## src/rtl/onehot_pkg.sv

```systemverilog
// Shared command encodings for the one-hot select sequencer.
package onehot_pkg;

  localparam int MODE_W = 2;

  typedef enum logic [MODE_W-1:0] {
    MODE_HOLD   = 2'b00,
    MODE_LOAD   = 2'b01,
    MODE_ROT_UP = 2'b10,
    MODE_ROT_DN = 2'b11
  } mode_e;

  function automatic logic is_rotate(input mode_e m);
    return (m == MODE_ROT_UP) || (m == MODE_ROT_DN);
  endfunction

endpackage

```

## src/rtl/onehot_dec.sv

```systemverilog
// Combinational index-to-one-hot decoder.
module onehot_dec #(
  parameter int N = 4
) (
  input  logic [N-1:0]    idx,
  output logic [2**N-1:0] onehot
);

  // Single bit set at position idx.
  always_comb begin
    onehot      = '0;
    onehot[idx] = 1'b1;
  end

endmodule

```

## src/rtl/onehot_select_seq.sv

```systemverilog
// Registered one-hot select with load, prescaled up/down rotation and wrap pulse.
module onehot_select_seq
  import onehot_pkg::*;
#(
  parameter int N        = 4,
  parameter int STEP_DIV = 1
) (
  input  logic                clk,
  input  logic                rst,
  input  logic                clr,
  input  logic                en,
  input  logic [MODE_W-1:0]   mode,
  input  logic [N-1:0]        idx,
  output logic [2**N-1:0]     Tsig,
  output logic [N-1:0]        cur_idx,
  output logic                active,
  output logic                wrap
);

  localparam int W  = 2**N;
  localparam int PW = (STEP_DIV > 1) ? $clog2(STEP_DIV) : 1;

  localparam logic [PW-1:0] PRESC_LAST = PW'(STEP_DIV - 1);
  localparam logic [PW-1:0] PRESC_ZERO = '0;
  localparam logic [N-1:0]  IDX_MAX    = {N{1'b1}};
  localparam logic [N-1:0]  IDX_ZERO   = '0;

  logic [N-1:0]  cur_q,   cur_d;
  logic          act_q,   act_d;
  logic [PW-1:0] presc_q, presc_d;
  logic [W-1:0]  tsig_q,  tsig_d;
  logic          wrap_q,  wrap_d;
  logic [W-1:0]  dec_s;
  mode_e         mode_s;

  assign mode_s = mode_e'(mode);

  onehot_dec #(.N(N)) u_dec (
    .idx    (cur_d),
    .onehot (dec_s)
  );

  // Next-state decode: clr, then enable, then command.
  always_comb begin
    cur_d   = cur_q;
    act_d   = act_q;
    presc_d = presc_q;
    wrap_d  = 1'b0;
    if (clr) begin
      cur_d   = IDX_ZERO;
      act_d   = 1'b0;
      presc_d = PRESC_ZERO;
    end else if (!en) begin
      presc_d = presc_q;
    end else begin
      case (mode_s)
        MODE_HOLD: begin
          presc_d = PRESC_ZERO;
        end
        MODE_LOAD: begin
          cur_d   = idx;
          act_d   = 1'b1;
          presc_d = PRESC_ZERO;
        end
        MODE_ROT_UP, MODE_ROT_DN: begin
          if (!act_q) begin
            presc_d = PRESC_ZERO;
          end else if (presc_q != PRESC_LAST) begin
            presc_d = presc_q + PW'(1);
          end else begin
            presc_d = PRESC_ZERO;
            // Index arithmetic wraps naturally modulo 2**N.
            if (mode_s == MODE_ROT_UP) begin
              cur_d  = cur_q + N'(1);
              wrap_d = (cur_q == IDX_MAX);
            end else begin
              cur_d  = cur_q - N'(1);
              wrap_d = (cur_q == IDX_ZERO);
            end
          end
        end
        default: begin
          presc_d = PRESC_ZERO;
        end
      endcase
    end
    if (act_d) begin
      tsig_d = dec_s;
    end else begin
      tsig_d = '0;
    end
  end

  // State and output registers.
  always_ff @(posedge clk or posedge rst) begin
    if (rst) begin
      cur_q   <= IDX_ZERO;
      act_q   <= 1'b0;
      presc_q <= PRESC_ZERO;
      tsig_q  <= '0;
      wrap_q  <= 1'b0;
    end else begin
      cur_q   <= cur_d;
      act_q   <= act_d;
      presc_q <= presc_d;
      tsig_q  <= tsig_d;
      wrap_q  <= wrap_d;
    end
  end

  assign Tsig    = tsig_q;
  assign cur_idx = cur_q;
  assign active  = act_q;
  assign wrap    = wrap_q;

  logic unused_s;
  assign unused_s = is_rotate(mode_s);

endmodule

```

## config.mk

```make
export PLATFORM = sky130hd
export DESIGN_NAME = onehot_select_seq
export DESIGN_NICKNAME = d
export VERILOG_FILES = /design/src/rtl/onehot_pkg.sv /design/src/rtl/onehot_dec.sv /design/src/rtl/onehot_select_seq.sv
export SDC_FILE = /design/constraint.sdc
export NUM_CORES = 1
export LEC_CHECK = 0
export ABC_AREA = 1
export CAP_MARGIN = 25
export CORE_ASPECT_RATIO = 2
export CORE_UTILIZATION = 42
export CTS_CLUSTER_DIAMETER = 50
export DETAILED_ROUTE_END_ITERATION = 10
export PLACE_DENSITY = 0.8
export SYNTH_ARGS = -nofsm -noshare
export SYNTH_HDL_FRONTEND = slang
export SYNTH_SLANG_ARGS = --single-unit
```

## constraint.sdc

```tcl
create_clock -name clk -period 1.72 [get_ports clk]
set_input_delay 0.344 -clock clk [delete_from_list [all_inputs] [get_ports clk]]
set_output_delay 0.344 -clock clk [all_outputs]
set_load 0.02 [all_outputs]
```

After elaboration in Yosys (flattened, before gate mapping)
Index checks and enable logic that the tools add are counted.
{ "word_totals": {"register_bits": 23, "input_bits": 10, "out_inout_bits": 22, "word_cells": 43} }
{ "classes": {"add_sub_neg": 3, "order_cmp": 2, "n_eq_ne": 4, "muxes": 23, "reduce_logical": 6} }
{ "ops": {"columns": ["op", "count"], "rows": [
  ["two-way mux 4 bit", 5],
  ["two-way mux 16 bit", 1],
  ["two-way mux 1 bit", 14],
  ["one-hot mux 4 bit (2 select lines)", 1],
  ["< comparator 4 x 5 -> 1 bit, second input constant", 1],
  ["adder 4 x 1 -> 4 bit, second input constant", 1],
  ["demux 1 bit (select 4 bit)", 1],
  ["== test 2 bit, second input constant", 2],
  ["== test 4 bit, second input constant", 1],
  ["greater-or-equal comparator 4 x 1 -> 1 bit, second input constant", 1],
  ["zero test 4 bit", 1],
  ["OR reduction 2 bit", 2],
  ["subtractor 4 x 1 -> 4 bit, second input constant", 1],
  ["== test 2 x 1 -> 1 bit, second input constant", 1],
  ["zero test 2 bit", 1],
  ["one-hot mux 1 bit (2 select lines)", 1],
  ["nonzero test 2 bit", 1],
  ["adder 1 bit, second input constant", 1],
  ["logical AND 1 bit", 1]
]} }

Depth between registers and ports, before layout
Gate-level depths: netlist of the first run.
{ "depth": {"depth_word": 12, "depth_mapped": 12, "depth_no_buf": 12} }

Hierarchy
Synthesis of the first run repeated with hierarchy kept, for this count alone.
{ "hier_totals": {"hier_cells": 149, "hier_area_um2": 1181.1} }
{ "modules_own_cells": {"columns": ["module", "instances", "cells_each", "area_each_um2", "seq_area_each_um2"], "rows": [
  ["onehot_select_seq", 1, 121, 1076.0, 550.5],
  ["onehot_dec", 1, 28, 105.1, 0.0]
]} }

Worst setup path after synthesis of the first run
OpenSTA, ideal clock, no wires.
{ "synth_timing": {"kind": "reg-to-reg", "startpoint": "register cur_q[0] (netlist: cur_idx[0])", "endpoint": "register tsig_q[0] (netlist: Tsig[0])", "setup_ps": 117, "arrival_ps": 1709, "required_ps": 1603, "path_slack_ps": -105, "stages_incl_launch_ff": 9, "n_path_buf": 0, "synth_period_minus_slack_ps": 1825, "path_cell_list": "dfrtp_1 inv_1 fa_1 o211ai_1 nand2_2 nor2_4 inv_2 nand2_2 nor2_1"} }
{ "synth_via": {"elab_chain_cells": 12, "word_cells_on_any_way": 14, "classes_between": "2 x add/sub; 2 x order compare; 9 x mux; 1 x reduce/logical"} }
{ "synth_rtl": {"columns": ["element", "line", "source"], "rows": [
  ["start: declaration", "onehot_select_seq.sv:28", "logic [N-1:0] cur_q, cur_d;"],
  ["start signal: assignment", "onehot_select_seq.sv:103", "cur_q <= cur_d;"],
  ["subtractor 4 x 1 -> 4 bit / adder 4 x 1 -> 4 bit (equally long branches)", "onehot_select_seq.sv:77, onehot_select_seq.sv:74", null],
  ["two-way mux 4 bit (*)", "onehot_select_seq.sv:73", "if (mode_s == MODE_ROT_UP) begin"],
  ["two-way mux 4 bit (*)", "onehot_select_seq.sv:68", "end else if (presc_q != PRESC_LAST) begin"],
  ["two-way mux 4 bit (*)", "onehot_select_seq.sv:66", "if (!act_q) begin"],
  ["one-hot mux 4 bit (2 select lines) (*)", "onehot_select_seq.sv:56", "case (mode_s)"],
  ["two-way mux 4 bit (*)", "onehot_select_seq.sv:53", "end else if (!en) begin"],
  ["two-way mux 4 bit (*)", "onehot_select_seq.sv:49", "if (clr) begin"],
  ["named net cur_d[1]", "onehot_select_seq.sv:28", null],
  ["< comparator 4 x 5 -> 1 bit (implied by the code) / greater-or-equal comparator 4 x 1 -> 1 bit (equally long branches)", "onehot_dec.sv:12", "onehot[idx] = 1'b1;"],
  ["logical AND 1 bit (implied by the code)", "onehot_dec.sv:12", null],
  ["two-way mux 1 bit (implied by the code)", "onehot_dec.sv:12", null],
  ["demux 1 bit (select 4 bit) (*)", null, null],
  ["two-way mux 16 bit (*)", "onehot_select_seq.sv:87", "if (act_d) begin"],
  ["named net tsig_d[0]", "onehot_select_seq.sv:31", "logic [W-1:0] tsig_q, tsig_d;"],
  ["end signal: assignment", "onehot_select_seq.sv:106", "tsig_q <= tsig_d;"],
  ["end: declaration", "onehot_select_seq.sv:31", null]
]} }
Mark *: on every way through the listed nets, which the timed path passes. The rest lies on a longest branch.
A chain may end at the register's enable or synchronous reset.

Worst setup path after layout of the first run
{ "layout_timing": {"startpoint": "register cur_q[1] (netlist: cur_idx[1])", "endpoint": "register tsig_q[13] (netlist: Tsig[13])"} }
{ "layout_via": {"elab_chain_cells": 12, "word_cells_on_any_way": 14, "classes_between": "2 x add/sub; 2 x order compare; 9 x mux; 1 x reduce/logical"} }
{ "layout_rtl": {"columns": ["element", "line"], "rows": [
  ["subtractor 4 x 1 -> 4 bit / adder 4 x 1 -> 4 bit (equally long branches)", "onehot_select_seq.sv:77, onehot_select_seq.sv:74"],
  ["two-way mux 4 bit", "onehot_select_seq.sv:73"],
  ["two-way mux 4 bit", "onehot_select_seq.sv:68"],
  ["two-way mux 4 bit", "onehot_select_seq.sv:66"],
  ["one-hot mux 4 bit (2 select lines)", "onehot_select_seq.sv:56"],
  ["two-way mux 4 bit (*)", "onehot_select_seq.sv:53"],
  ["two-way mux 4 bit (*)", "onehot_select_seq.sv:49"],
  ["named net cur_d[1]", "onehot_select_seq.sv:28"],
  ["< comparator 4 x 5 -> 1 bit (implied by the code) / greater-or-equal comparator 4 x 1 -> 1 bit (equally long branches)", "onehot_dec.sv:12"],
  ["logical AND 1 bit (implied by the code)", "onehot_dec.sv:12"],
  ["two-way mux 1 bit (implied by the code)", "onehot_dec.sv:12"],
  ["demux 1 bit (select 4 bit) (*)", null],
  ["two-way mux 16 bit (*)", "onehot_select_seq.sv:87"],
  ["named net tsig_d[13]", "onehot_select_seq.sv:31"]
]} }
Marks and branches as above.

==> results_dict.tcl, run 1 <==
set metrics [dict create \
    synthCells 132 \
    timing.final.crit_period_ps 1700 \
    cts_hold_buffers 0 \
    ys.flop_type "dfrtp_1" \
    start_util_pct 44.6 \
    synthArstFlopShare_pct 100 \
    synth_seq_cells 22 \
    cts_tree "done" \
    std_cell_rows 26 \
    yosysSeqAreaShare_pct 48.0 \
    slew_headroom_pct 76.0 \
    cts_root_buf "clkbuf_8" \
    synth.avg_cell_area_um2 8.69 \
    yosys.cell_count.top_type "nand2_1" \
    fillers 224 \
    pwr-share-clk_pct 29.9 \
    fp.dieArea_um2 2960 \
    slew_violations 0 \
    finalHoldViolCount 0 \
    synth-xor-area-share_pct 0 \
    vias 1083 \
    grt_pass1_vias 1123 \
    synth_fp_nets 145 \
    yosys-top-cells-area "dfrtp_1 48%, nand2_1 8.2%, nand2_2 7.1%" \
    firstDrtPassIters 4 \
    setup_violations 0 \
    switchingPower_uw 349 \
    finClkSkew_ps 3.06 \
    io_buffers 31 \
    insertion_delay_ps 260 \
    power_density_nw_per_um2 694 \
    path_clk_slew_ps 70 \
    drive_above_1_share_pct 32.2 \
    syn2layout_area_growth_pct 51.8 \
    pin_count 32 \
    p_seq_share_pct 45.0 \
    vias_per_cell 5.13 \
    drt_iter0_markers 5 \
    overflow 0 \
    synth_edf_count 0 \
    rsz0062_at_grt "true" \
    synth-simple-area-share_pct 36.4 \
    peakVddDrop_uv 566 \
    synth_top_area_share_pct 48.0 \
    netlist_area_um2 1150 \
    die_y_um 75.9 \
    fmax_mhz 588 \
    hpwl_um 2310 \
    postRouteAntennaNets 0 \
    coreArea_um2 2570 \
    wl_per_cell_um 13.6 \
    die_w_um 39.0 \
    routabilityCongestion 0.855 \
    status "complete, no violations" \
    yosysUniqueCellTypes 21 \
    switching_share_pct 28.9 \
    grt_pass1_wl_um 4710 \
    antenna_found_initial 0 \
    cts-htree-levels 1 \
    synth_common_cells "25 x nand2_1, 22 x dfrtp_1, 19 x inv_1" \
    crit_fanout 4 \
    cp.required_ps 1880 \
    finalWirelength_um 2860 \
    synth_adder_area_share_pct 3.93 \
    grt_max_degree 23 \
    grt_usage_pct 22.4 \
    worst_pin_slew_ps 356 \
    synth_compound_area_share_pct 3.93 \
    worstSetupStartpointType "flip-flop" \
    comb_power_share_pct 25.1 \
    p_int_uw 860 \
    cts-buffers-inserted 3 \
    cts.sinks 22 \
    critPathKind "flip-flop to flip-flop" \
    muxShareOfSynthArea_pct 0 \
    clockBufferDepth 2 \
    drc_errors 0 \
    synth_top_family_by_area "simple AND/OR/NAND/NOR gates" \
    finalCritPeriodShare_pct 98.9 \
    dp.cells 203 \
    crit_arrival_ps 1860 \
    synth_top_cell_by_area "dfrtp_1" \
    fin_cells 211 \
    yosys_warnings 0 \
    num-nets-final 197 \
    leakage_uw 0.000879 \
    final_util_pct 67.8 \
    min_path_type "input port to async pin" \
    max_cap_violations 0 \
    cp-end-kind "flip-flop" \
    n_antenna_cell 0 \
]
## routing by layer
metal  track usage [%]  routed length [um]
met2              43.3                1770
met1              19.3                 839
met4              10.7                 128
met5                 0                   0
met3              3.22                 122
## repair_timing
| item | in CTS | in global routing |
|---|---|---|
| gates resized for setup | 17 | 8 |
| endpoints found under the setup margin | 21 | 17 |
| buffers inserted | 1 | 3 |
| pin swaps | 6 | 14 |
## cells by family (layout without fill, tap and decap cells)
family,count (synthesis),after routing
AO/OA/AOI/OAI,7,7
adder cells (fa/ha/maj),3,3
buffers and inverters,23,74
flip-flops,22,22
AND/OR/NAND/NOR,77,77
## power groups by stage
stage,Combinational (uW),Clock (uW),Sequential (uW)
after floorplan,146,0,567
after global placement,264,0,552
after detailed placement,272,0,552
after CTS,285,364,543
after global routing,333,395,546
final,303,361,544
## stage by stage
| step | area (um2) | hold slack [ps] | TNS (ps) | total power (uW) | setup WS (ps) |
|---|---|---|---|---|---|
| 2_1_floorplan | 1150 | 333 | 0 | 713 | 2.94 |
| 3_3_place_gp | 1590 | 690 | -8220 | 816 | -498 |
| 3_5_place_dp | 1590 | 696 | -8740 | 824 | -524 |
| 4_1_cts | 1680 | 432 | 0 | 1190 | 4.22 |
| 5_1_grt | 1740 | 464 | -354 | 1270 | -43.6 |
| 6_report | 1740 | 414 | 0 | 1210 | 19.2 |
## layout by cell type (no fill, tap or decap), types with 6 or more instances in the layout
| cell | instances |
|---|---|
| dfrtp_1 | 20 |
| nand2_1 | 25 |
| nor2_1 | 16 |
| nand2_2 | 6 |
| clkdlybuf4s50_1 | 24 |
| buf_4 | 16 |
| nand2_4 | 7 |
| inv_1 | 16 |
## final cells by class
cell class	instances	area (um2)	area share [%]
inverters	23	91.3	5.24
repair buffers	47	427	24.5
clock buffers	4	55.1	3.16
well taps	28	35.0	2.01
multi-input cells	87	581	33.3
flip-flops and latches	22	553	31.8
## critical path: stages, from the launching register on
cell	delay (ps)
dfrtp_2	450
inv_2	80
fa_1	400
o211ai_1	220
nand2_2	90
nor2_4	140
inv_2	80
nand2_4	90
nor2_1	50
## worst paths after layout
kind / slack, ps / startpoint / to / cells after the start
hold reg to reg: 720 / active / wrap / 2
setup reg to reg: 20 / cur_idx[1] / Tsig[13] / 8
hold / removal: 410 / rst / active / 3
max in group asynchronous: 1080 / rst / cur_idx[0] / 3
setup / recovery: 20 / cur_idx[1] / Tsig[13] / 8
min in group clk: 680 / mode[0] / wrap / 6
## sequential cells by signal (all words and copies together), names as in the netlist
register	cells
wrap	1
cur_idx	4
active	1
Tsig	16
Power figures use the tool's default switching activity.
==> inputs of run 2 (changes only) <==
Settings changed: ABC_AREA 1 to not set, CORE_ASPECT_RATIO 2 to not set, CORE_UTILIZATION 42 to 48, DONT_BUFFER_PORTS set to 1, PLACE_DENSITY 0.8 to 0.71.
==> run 2 against run 1 <==
  * The run now ends with setup timing left
  * Cell count decreased by 31%
  * Count of clock-buffer cells in the layout decreased by 1
  * Clock skew increased by 1.8 ps
  * Core utilization increased by 1.8 points
  * Largest cell class unchanged
  * Highest routed layer unchanged
==> results_dict.tcl, run 2 <==
set metrics [dict create \
    overflow 0 \
    ff2ff_path_depth 8 \
    cts_hold_buffers 0 \
    io_buffers 0 \
    finalWirelength_um 2560 \
    worst_slack_ps -269 \
    critPathKind "flip-flop to flip-flop" \
    layout_common_cells "19 x dfrtp_1, 12 x buf_4, 10 x nor3_2, 8 x nor2_1, 5 x inv_1" \
    coreArea_um2 2020 \
    grt_usage_pct 21.7 \
    synth_edf_count 0 \
    routabilityCongestion 0.818 \
    netlist_area_um2 1070 \
    synth.avg_cell_area_um2 10.6 \
    final_util_pct 69.6 \
    status "finished, violations left" \
    yosysUniqueCellTypes 33 \
    r2r_end "Tsig[12]" \
    synthArstFlopShare_pct 100 \
    finalCritPeriodShare_pct 116 \
    largest_register_ffs 16 \
    antenna_found_initial 0 \
    rsz0062_at_grt "true" \
    start_util_pct 52.8 \
    drt_iter0_markers 16 \
    min_path_type "input port to async pin" \
    yosys-top-cells-area "dfrtp_1 52%, nor3_2 7.5%, nor3_1 4.2%" \
    yosys_warnings 0 \
    synth_common_cells "22 x dfrtp_1, 9 x nor3_1, 8 x inv_1, 8 x nor2_1, 8 x nor3_2" \
    die_w_um 49.2 \
    worstSetupStartpointType "flip-flop" \
    reg2reg_from "cur_idx[0]" \
    grt_pass1_vias 805 \
    drc_errors 0 \
    finClkSkew_ps 4.84 \
    yosys.cell_count.top_type "dfrtp_1" \
    std_cell_rows 16 \
    grt_max_degree 23 \
    rrSetupSlack_ps -270 \
    n_antenna_cell 0 \
    crit_arrival_ps 2220 \
    crit_fanout 5 \
    firstDrtPassIters 4 \
    synth_fp_nets 114 \
    fillers 144 \
    die_y_um 49.2 \
    power_density_nw_per_um2 833 \
    hold_slack_ps 50.3 \
    hpwl_um 1640 \
    slew_violations 0 \
    finalHoldViolCount 0 \
    leakage_uw 0.000604 \
    max_cap_violations 0 \
    cts.sinks 22 \
    grt_pass1_wl_um 4000 \
    pin_count 32 \
    worst_pin_slew_ps 795 \
    yosysSeqAreaShare_pct 51.5 \
    wl_per_cell_um 17.7 \
    ys.flop_type "dfrtp_1" \
    cts-htree-levels 1 \
    num-nets-final 132 \
    syn2layout_area_growth_pct 31.6 \
    slew_headroom_pct 47.0 \
    cts-buffers-inserted 3 \
    insertion_delay_ps 310 \
    postRouteAntennaNets 0 \
    cts_tree "done" \
    synth_top_cell_by_area "dfrtp_1" \
    synth_top_area_share_pct 51.5 \
    cp.required_ps 1950 \
    clockBufferDepth 2 \
    peakVddDrop_uv 581 \
    synthCells 101 \
    vias 844 \
    cts_root_buf "clkbuf_4" \
    timing.final.crit_period_ps 1990 \
    setup_violations 18 \
    fp.dieArea_um2 2420 \
    drive_above_1_share_pct 47.5 \
    synth_seq_cells 22 \
    cp-end-kind "flip-flop" \
    violations "setup timing" \
    path_clk_slew_ps 130 \
    fmax_mhz 503 \
    vias_per_cell 5.82 \
    layout_commonest_cell "dfrtp_1" \
]
run 2: timing repair:
action,in CTS,in global routing
endpoints found under the setup margin,17,18
pin swaps,3,9
setup buffers,3,4
cloned,0,0
gates resized for setup,11,12
run 2: critical path, cell delays in order (launching register included):
cell,delay [ps]
dfrtp_2,400
inv_2,40
fa_2,370
xor2_1,150
a21oi_1,240
o211a_1,310
buf_4,160
nand2b_4,80
nor3_1,150
run 2: how the worst max path moves through the flow:
| stage | start | to | slack (ps) | cells after the start |
|---|---|---|---|---|
| final | cur_idx[0] | Tsig[12] | -270 | 8 |
| after global routing | cur_idx[0] | Tsig[13] | -310 | 8 |
| after CTS | cur_idx[0] | Tsig[0] | -200 | 8 |
| after detailed placement | mode[0] | Tsig[15] | -340 | 8 |
| after global placement | mode[0] | Tsig[6] | -220 | 8 |
| after floorplan | mode[1] | Tsig[5] | -170 | 9 |
run 2: power by group:
part / leakage, uW / switching [uW] / internal [uW]
registers: 0.000300 / 13.8 / 528
logic: 0.000276 / 131 / 101
clock network: 0.0000279 / 162 / 236
run 2: logic make-up (layout without fill, tap and decap cells):
logic type | count (synthesis) | count (layout) | synth area share [%]
adders and majority gates | 3 | 3 | 4.22
and+or+nand+nor | 45 | 45 | 27.1
xor gates and xnor gates | 1 | 1 | 0.820
buffers and inverters | 13 | 30 | 5.39
DFF | 22 | 22 | 51.5
AOI/OAI and AO/OA | 17 | 17 | 11.0
run 2: cell type report:
| cell class | instances | area [um2] | area share [%] |
|---|---|---|---|
| clock buffer | 3 | 22.5 | 1.60 |
| clock inverter | 1 | 30.0 | 2.14 |
| sequential | 22 | 554 | 39.4 |
| inverter | 9 | 41.3 | 2.94 |
| timing repair buffer | 17 | 155 | 11.0 |
| multi-input combinational | 66 | 569 | 40.5 |
| tap | 27 | 33.8 | 2.40 |
run 2: through the flow:
step | instance area, um2 | power [uW] | worst slack, ps | cells | setup TNS (ps)
2_1_floorplan | 1110 | 684 | -170 | 101 | -2480
3_3_place_gp | 1210 | 724 | -217 | 135 | -3260
3_5_place_dp | 1210 | 730 | -342 | 135 | -4100
4_1_cts | 1330 | 1140 | -200 | 142 | -2690
5_1_grt | 1410 | 1220 | -306 | 145 | -4410
6_report | 1410 | 1170 | -269 | 145 | -3380
run 2: layer usage:
metal  share of wire, %  vias to the layer above  GRT usage [%]
li1                   -                      391              -
met1                 43                      407           29.7
met4                2.7                        0           5.88
met5                  0                        -              0
met3                6.1                        7           3.74
met2                 49                       39           35.4
==> inputs of run 3 (changes only) <==
Settings changed: CORE_ASPECT_RATIO set to 2, CORE_UTILIZATION 48 to 41, DONT_BUFFER_PORTS 1 to not set, PLACE_DENSITY 0.71 to 0.8.
==> run 3 against run 2 <==
  * Global-route usage up 1.5 points
  * Flip-flop and latch count stayed put
  * Worst hold slack improved by 370 ps
  * Sequential share of layout area down 8.1 points
  * Critical path type unchanged
  * The flow still finishes with violations (setup timing)
  * Design area is 26% higher
  * Combinational power grew 22%
  * Clock power is 7.5% lower
  * Register-to-register slack better by 60 ps
  * First-iteration DRC count is 25% higher
  * Fmax grew 3.0%
  * Worst setup slack improved by 58 ps
==> results_dict.tcl, run 3 (same netlist as run 2, synthesis figures left out) <==
set metrics [dict create \
    status "finished, violations left" \
    violations "setup timing" \
    antenna_found_initial 0 \
    n_antenna_cell 0 \
    worst_slack_ps -211 \
    vias_per_cell 5.42 \
    cts_root_buf "clkbuf_8" \
    grt_max_degree 23 \
    path_clk_slew_ps 80 \
    leakage_uw 0.000797 \
    cp.required_ps 1910 \
    reg2reg_from "cur_idx[1]" \
    cts-htree-levels 1 \
    cts_hold_buffers 0 \
    drt_iter0_markers 20 \
    rrSetupSlack_ps -210 \
    die_w_um 38.1 \
    critPathKind "flip-flop to flip-flop" \
    syn2layout_area_growth_pct 66.0 \
    hpwl_um 1990 \
    peakVddDrop_uv 566 \
    layout_common_cells "24 x clkdlybuf4s50_1, 20 x buf_4, 18 x dfrtp_1, 10 x nor3_2, 8 x nor2_1" \
    io_buffers 31 \
    fp.dieArea_um2 2830 \
    cts-buffers-inserted 3 \
    std_cell_rows 25 \
    ff2ff_path_depth 7 \
    grt_pass1_vias 1000 \
    cp-end-kind "flip-flop" \
    drc_errors 0 \
    rsz0062_at_grt "true" \
    die_y_um 74.2 \
    start_util_pct 44.4 \
    timing.final.crit_period_ps 1930 \
    cts_tree "done" \
    layout_commonest_cell "clkdlybuf4s50_1" \
    worstSetupStartpointType "flip-flop" \
    largest_register_ffs 16 \
    postRouteAntennaNets 0 \
    firstDrtPassIters 4 \
    clockBufferDepth 2 \
    pin_count 32 \
    slew_violations 0 \
    min_path_type "input port to async pin" \
    wl_per_cell_um 16.3 \
    setup_violations 17 \
    setup_tns_ps -2490 \
    insertion_delay_ps 260 \
    cts.sinks 22 \
    finalCritPeriodShare_pct 112 \
    finalHoldViolCount 0 \
    finalWirelength_um 2970 \
    r2r_end "Tsig[0]" \
    coreArea_um2 2410 \
    worst_pin_slew_ps 259 \
    final_util_pct 73.7 \
    fmax_mhz 518 \
    slew_headroom_pct 82.6 \
    crit_fanout 5 \
    crit_arrival_ps 2120 \
    grt_usage_pct 23.3 \
    finClkSkew_ps 2.27 \
    overflow 0 \
    drive_above_1_share_pct 43.9 \
    max_cap_violations 0 \
    crit_start "cur_idx[1]" \
    vias 986 \
    grt_pass1_wl_um 4600 \
    routabilityCongestion 0.803 \
    num-nets-final 169 \
    power_density_nw_per_um2 671 \
]
run 3: power breakdown:
group | total, uW | internal [uW] | switching [uW]
registers | 540 | 528 | 11.7
logic | 283 | 132 | 151
clock network | 368 | 204 | 164
run 3: worst max path at each step:
stage	to	cells after the start	slack (ps)
2_1_floorplan	Tsig[5]	9	-170
3_3_place_gp	Tsig[14]	9	-740
3_5_place_dp	Tsig[14]	9	-800
4_1_cts	Tsig[0]	8	-190
5_1_grt	Tsig[1]	7	-280
6_report	Tsig[0]	7	-210
run 3: per-stage QoR:
stage                     instances  hold WS (ps)  power (uW)  worst slack, ps  cell area, um2
after floorplan                 101           333         684             -170            1110
after global placement          174           672         782             -745            1580
after detailed placement        174           694         788             -804            1580
after CTS                       181           427        1170             -192            1730
after global routing            182           454        1240             -276            1770
final                           182           420        1190             -211            1770
run 3: critical path: stages (launching register included):
cell	delay (ps)
dfrtp_2	400
inv_2	50
fa_2	360
xor2_1	190
a21oi_1	90
o211a_1	320
or2_4	320
nor3_4	120
run 3: timing repair:
item	4_1_cts	5_1_grt
hold endpoints to repair	0	0
pin swaps	7	4
gates cloned	0	0
gates resized for setup	29	12
endpoints found under the setup margin	22	19
buffers inserted	4	1
run 3: layout make-up:
cell class              instances  area [um2]
clock buffers                   4        55.1
repair buffers                 54         497
inverters                       9        41.3
well taps                      27        33.8
multi-input cells              66         592
fillers                       160         634
flip-flops and latches         22         556
run 3: per-layer routing:
| metal | vias to the layer above | share of wire [%] | global-route usage, % |
|---|---|---|---|
| met5 | - | 0 | 0 |
| met4 | 0 | 1.1 | 8.73 |
| met3 | 3 | 3.6 | 2.69 |
| met2 | 29 | 61 | 45.8 |
| met1 | 493 | 35 | 22.7 |
| li1 | 461 | - | - |
